### src/rtl/cc_mem_read_responder.sv
// cc_mem_read_responder: AXI read-channel responder with a request queue, programmable
// first-beat latency and address-derived beat data ({~addr, addr}).
// Ports: clk/rst (async active-high); AR channel araddr_i/arlen_i/arsize_i/arburst_i/
// arvalid_i/arready_o; R channel rdata_o/rresp_o/rlast_o/rvalid_o/rready_i.
// Optional macro CC_MEM_RSP_STALL_EN: LFSR-driven random delay before each beat.
module cc_mem_read_responder #(
    parameter int LATENCY        = 2,
    parameter int REQ_FIFO_DEPTH = 2
) (
    input  logic        clk,
    input  logic        rst,
    input  logic [31:0] araddr_i,
    input  logic [3:0]  arlen_i,
    input  logic [2:0]  arsize_i,
    input  logic [1:0]  arburst_i,
    input  logic        arvalid_i,
    output logic        arready_o,
    output logic [63:0] rdata_o,
    output logic [1:0]  rresp_o,
    output logic        rlast_o,
    output logic        rvalid_o,
    input  logic        rready_i
);
    localparam int AW = $clog2(REQ_FIFO_DEPTH);
    localparam int CW = (LATENCY > 1) ? $clog2(LATENCY + 1) : 1;

    typedef enum logic [1:0] {IDLE, LAT, BURST} state_t;

    state_t        state_q, state_d;
    logic [31:0]   f_addr_q [REQ_FIFO_DEPTH];
    logic [3:0]    f_len_q [REQ_FIFO_DEPTH];
    logic [2:0]    f_size_q [REQ_FIFO_DEPTH];
    logic [1:0]    f_burst_q [REQ_FIFO_DEPTH];
    logic [AW-1:0] wr_q, rd_q;
    logic [AW:0]   fcnt_q;
    logic          push, pop, illegal;
    logic [31:0]   addr_q, addr_d, wmask, next_addr;
    logic [3:0]    len_q, len_d, beat_q, beat_d;
    logic          wrap_q, wrap_d, err_q, err_d;
    logic [CW-1:0] cnt_q, cnt_d;

    assign arready_o = !rst && (fcnt_q != (AW+1)'(REQ_FIFO_DEPTH));
    assign push      = arvalid_i && arready_o;

    always_ff @(posedge clk) begin
        if (push) begin
            f_addr_q[wr_q]  <= araddr_i;
            f_len_q[wr_q]   <= arlen_i;
            f_size_q[wr_q]  <= arsize_i;
            f_burst_q[wr_q] <= arburst_i;
        end
    end

    always_ff @(posedge clk or posedge rst) begin
        if (rst) begin
            wr_q   <= '0;
            rd_q   <= '0;
            fcnt_q <= '0;
        end else begin
            wr_q   <= push ? wr_q + 1'b1 : wr_q;
            rd_q   <= pop ? rd_q + 1'b1 : rd_q;
            fcnt_q <= fcnt_q + {{AW{1'b0}}, push} - {{AW{1'b0}}, pop};
        end
    end

    // Legality of the head-of-queue request; WRAP needs a power-of-two beat count.
    assign illegal = (f_size_q[rd_q] != 3'd3)
                  || !(f_burst_q[rd_q] == 2'b01 || f_burst_q[rd_q] == 2'b10)
                  || (f_burst_q[rd_q] == 2'b10 && !(f_len_q[rd_q] == 4'd1 || f_len_q[rd_q] == 4'd3
                                                    || f_len_q[rd_q] == 4'd7 || f_len_q[rd_q] == 4'd15));

    assign wmask     = ((32'(len_q) + 32'd1) << 3) - 32'd1;
    assign next_addr = wrap_q ? ((addr_q & ~wmask) | ((addr_q + 32'd8) & wmask)) : addr_q + 32'd8;

`ifdef CC_MEM_RSP_STALL_EN
    logic [7:0] lfsr_q;
    logic       rv_q;
    // A beat may only be raised on a cycle where lfsr[0]==0; rv_q keeps it up until taken.
    assign rvalid_o = (state_q == BURST) && (rv_q || !lfsr_q[0]);
    always_ff @(posedge clk or posedge rst) begin
        if (rst) begin
            lfsr_q <= 8'h5A;
            rv_q   <= 1'b0;
        end else begin
            lfsr_q <= {lfsr_q[6:0], lfsr_q[7] ^ lfsr_q[5] ^ lfsr_q[4] ^ lfsr_q[3]};
            rv_q   <= rvalid_o && !rready_i;
        end
    end
`else
    assign rvalid_o = (state_q == BURST);
`endif

    assign rdata_o = rvalid_o ? {~addr_q, addr_q} : 64'd0;
    assign rresp_o = (rvalid_o && err_q) ? 2'b10 : 2'b00;
    assign rlast_o = (state_q == BURST) && (beat_q == len_q);

    always_comb begin
        state_d = state_q;
        addr_d  = addr_q;
        len_d   = len_q;
        beat_d  = beat_q;
        wrap_d  = wrap_q;
        err_d   = err_q;
        cnt_d   = cnt_q;
        pop     = 1'b0;
        case (state_q)
            IDLE: if (fcnt_q != '0) begin
                pop     = 1'b1;
                addr_d  = f_addr_q[rd_q] & ~32'd7;
                len_d   = f_len_q[rd_q];
                beat_d  = '0;
                wrap_d  = f_burst_q[rd_q] == 2'b10;
                err_d   = illegal;
                cnt_d   = CW'(LATENCY);
                state_d = (LATENCY == 0) ? BURST : LAT;
            end
            LAT: begin
                cnt_d   = cnt_q - 1'b1;
                state_d = (cnt_q == CW'(1)) ? BURST : LAT;
            end
            BURST: if (rvalid_o && rready_i) begin
                addr_d  = next_addr;
                beat_d  = beat_q + 1'b1;
                state_d = (beat_q == len_q) ? IDLE : BURST;
            end
            default: state_d = IDLE;
        endcase
    end

    always_ff @(posedge clk or posedge rst) begin
        if (rst) begin
            state_q <= IDLE;
            addr_q  <= '0;
            len_q   <= '0;
            beat_q  <= '0;
            wrap_q  <= 1'b0;
            err_q   <= 1'b0;
            cnt_q   <= '0;
        end else begin
            state_q <= state_d;
            addr_q  <= addr_d;
            len_q   <= len_d;
            beat_q  <= beat_d;
            wrap_q  <= wrap_d;
            err_q   <= err_d;
            cnt_q   <= cnt_d;
        end
    end
endmodule
### config.mk
export PLATFORM = sky130hd
export DESIGN_NAME = cc_mem_read_responder
export DESIGN_NICKNAME = d
export VERILOG_FILES = /design/src/rtl/cc_mem_read_responder.sv
export SDC_FILE = /design/constraint.sdc
export NUM_CORES = 1
export LEC_CHECK = 0
export CAP_MARGIN = 15
export CELL_PAD_IN_SITES_DETAIL_PLACEMENT = 1
export CELL_PAD_IN_SITES_GLOBAL_PLACEMENT = 1
export CORE_ASPECT_RATIO = 1.2
export CORE_UTILIZATION = 41
export CTS_CLUSTER_SIZE = 10
export DETAILED_ROUTE_END_ITERATION = 10
export HOLD_SLACK_MARGIN = 0.06
export MAX_ROUTING_LAYER = met4
export PLACE_DENSITY = 0.82
export RECOVER_POWER = 25
export SLEW_MARGIN = 20
export SYNTH_ARGS = -nofsm -noshare
export SYNTH_HDL_FRONTEND = slang
export SYNTH_SLANG_ARGS = --single-unit
### constraint.sdc
create_clock -name clk -period 3.2 [get_ports clk]
set_input_delay 0.32 -clock clk [delete_from_list [all_inputs] [get_ports clk]]
set_output_delay 0.32 -clock clk [all_outputs]
set_load 0.02 [all_outputs]
==> results_dict.tcl <==
set metrics [dict create \
    yosysUniqueCellTypes 58 \
    start_util 0.421 \
    setup_tns_ns 0 \
    dieHeight_um 135 \
    routabilityCongestion 0.821 \
    rsz0062_at_grt "no" \
    cts_hold_buf 0 \
    p_per_area_nw_per_um2 915 \
    core_area_um2 14400 \
    grtUsageTotal 0.236 \
    fmax_ghz 0.367 \
    clk_latency_ns 0.41 \
    hp-class "in2async" \
    avgViaCountPerCell 5.80 \
    status "finished clean" \
    maxSlewViolCount 0 \
    io_buffers 106 \
    worstSetupEndpointType "output pin" \
    clock_sink_count 123 \
    r2r_slack_ns 0.80 \
    nets 692 \
    vias 4800 \
    clk_pin_slew_ns 0.06 \
    ys_seq_area_frac 0.573 \
    max-slew-margin-rel 0.414 \
    netlist_area_um2 6040 \
    postPlaceCellArea_um2 7180 \
    grt_pass1_vias 5010 \
    static-leakage-power_nw 2.95 \
    period_needed_ns 2.73 \
    synth_commonest_cells "edfxtp_1, nor2_1, dfrtp_1" \
    numCtsBuffers 17 \
    final_area_um2 7730 \
    post-route-period-util 0.852 \
    reg2regPathDepth 6 \
    antenna_found_initial 0 \
    synthArstFlopShare 0.382 \
    antennaDiodeCount 0 \
    wl_mm 16.6 \
    io-pin-count 114 \
    finalSetupViolations 0 \
    cts_root_buf "clkbuf_16" \
    area_growth_syn_to_layout_pct 28.1 \
    yosys_warnings 0 \
    grt_max_degree 58 \
    drt_iter0_markers 314 \
    ir_worst_vdd_v 0.000429 \
    cts_htree_levels 4 \
    finalHoldViolations 0 \
    start_kind "flip-flop" \
    synth-seq-cells 123 \
    drc 0 \
    rows 48 \
    rr_startpoint "addr_q[4]" \
    worstSetupPathType "reg2out" \
    die_w_um 113 \
    cts_resized 0 \
    syn_avg_cell_area_um2 11.1 \
    worstPathRequired_ns 2.88 \
    maxCapViolCount 0 \
    ant_nets 0 \
    grt_pass1_wl_mm 26.6 \
    clock_path_buffers 2 \
    wire_per_inst_um 20.0 \
    synth_edf_count 76 \
    yosysTopAreaCell "edfxtp_1" \
    grt-ovfl-total 0 \
    skew_ns 0.00741 \
    place_ws_ns 0.858 \
    dpl.hpwl_mm 11.4 \
    cts_tree "built" \
    drive_gt1_frac 0.0874 \
    path_max_fanout 14 \
    cp.arrival_ns 2.41 \
    synth_flop_cell "edfxtp_1" \
    synthTopCellsByArea "edfxtp_1, dfrtp_1, mux2i_1" \
    cts_setup_buffers 0 \
    timing.rr.end "addr_q[25]" \
    fin_ws_ns 0.473 \
    worst_pin_slew_ns 0.874 \
    die_area_um2 15200 \
    synth_top_area_frac 0.378 \
    drtPass1Iterations 5 \
    syn_inst 544 \
    synth_most_common_cell "edfxtp_1" \
]
[kinds of logic (layout without fill, tap and decap cells)]
family,after synthesis,in the layout,share of synthesized area
AOI/OAI and AO/OA,122,122,0.137
xor gates and xnor gates,13,13,0.0189
adders and majority gates,7,7,0.0145
buffers and inverters,67,172,0.0539
DFF,123,123,0.573
muxes,36,36,0.0616
other,1,4,0.000621
and+or+nand+nor,175,175,0.141
[power breakdown]
group / total (mW) / switching [mW] / internal (mW) / leakage (nW)
Sequential: 2.72 / 0.599 / 2.12 / 1.27
Clock: 1.78 / 0.719 / 1.06 / 0.263
Combinational: 2.58 / 1.47 / 1.10 / 1.42
Total: 7.08 / 2.79 / 4.29 / 2.95
[cell usage in the layout, fill, tap and decap left out, types with 4 or more instances in the layout]
| master | count |
|---|---|
| mux2i_1 | 27 |
| o22ai_1 | 12 |
| ha_1 | 7 |
| a21oi_1 | 27 |
| nor2_1 | 68 |
| a211oi_1 | 4 |
| xnor2_1 | 10 |
| nand4_1 | 7 |
| o32a_1 | 8 |
| mux2_2 | 9 |
| a31oi_1 | 11 |
| dlygate4sd3_1 | 39 |
| conb_1 | 4 |
| nand3_1 | 12 |
| nor3_1 | 11 |
| and4_1 | 6 |
| and2_1 | 22 |
| and3_1 | 4 |
| nand2_1 | 28 |
| o21ai_0 | 26 |
| dfrtp_1 | 46 |
| inv_1 | 24 |
| o2bb2ai_1 | 7 |
| a22o_1 | 5 |
| edfxtp_1 | 76 |
| clkbuf_16 | 17 |
| or3_1 | 5 |
| clkinv_4 | 4 |
| buf_4 | 10 |
| clkdlybuf4s50_1 | 67 |
[through the flow]
stage                      util  cells  power, mW  hold slack, ns
after floorplan               -    547       4.38           0.419
after global placement    0.500    796       5.10           0.488
after detailed placement  0.500    796       5.28           0.505
after CTS                 0.539    827       7.10           0.340
after global routing      0.539    827       7.48           0.504
final                     0.539    827       7.08           0.460
[sequential cells by signal, indices dropped and copies added, names as in the netlist]
signal,count
err_q,1
wr_q,1
cnt_q,2
f_burst_q,4
wrap_q,1
f_len_q,8
rd_q,1
addr_q,29
len_q,4
f_size_q,6
f_addr_q,58
fcnt_q,2
state_q,2
beat_q,4
[layer usage]
layer / routed length, um / global-route usage
met5: 0 / -
met4: 459 / 0.104
met3: 980 / 0.0390
met2: 8240 / 0.379
met1: 6880 / 0.295
[cell type report]
cell class | count | area [um^2]
multi-input combinational | 357 | 2270
fill | 1515 | 6620
clock buffer | 17 | 425
tap | 175 | 219
timing repair buffer | 116 | 1140
clock inverter | 14 | 124
sequential | 123 | 3460
inverter | 25 | 93.8
[worst max path at each step]
stage / start / end / slack (ns) / cells past startpoint
floorplan: fcnt_q[0] / f_addr_q[0][10] / 0.10 / 4
global placement: addr_q[4] / addr_q[27] / 0.93 / 6
detailed placement: state_q[0] / addr_q[15] / 0.86 / 6
CTS: state_q[0] / rdata_o[5] / 0.45 / 5
global route: state_q[0] / rdata_o[6] / 0.34 / 5
finish: state_q[0] / rdata_o[5] / 0.47 / 5
[critical path, cell delays in order (launching register included)]
cell and delay, ns:
dfrtp_1 0.41, nand2b_2 0.20, inv_1 0.36, buf_4 0.27
and2_1 0.14, clkdlybuf4s50_1 0.61
Power figures use the tool's default switching activity.
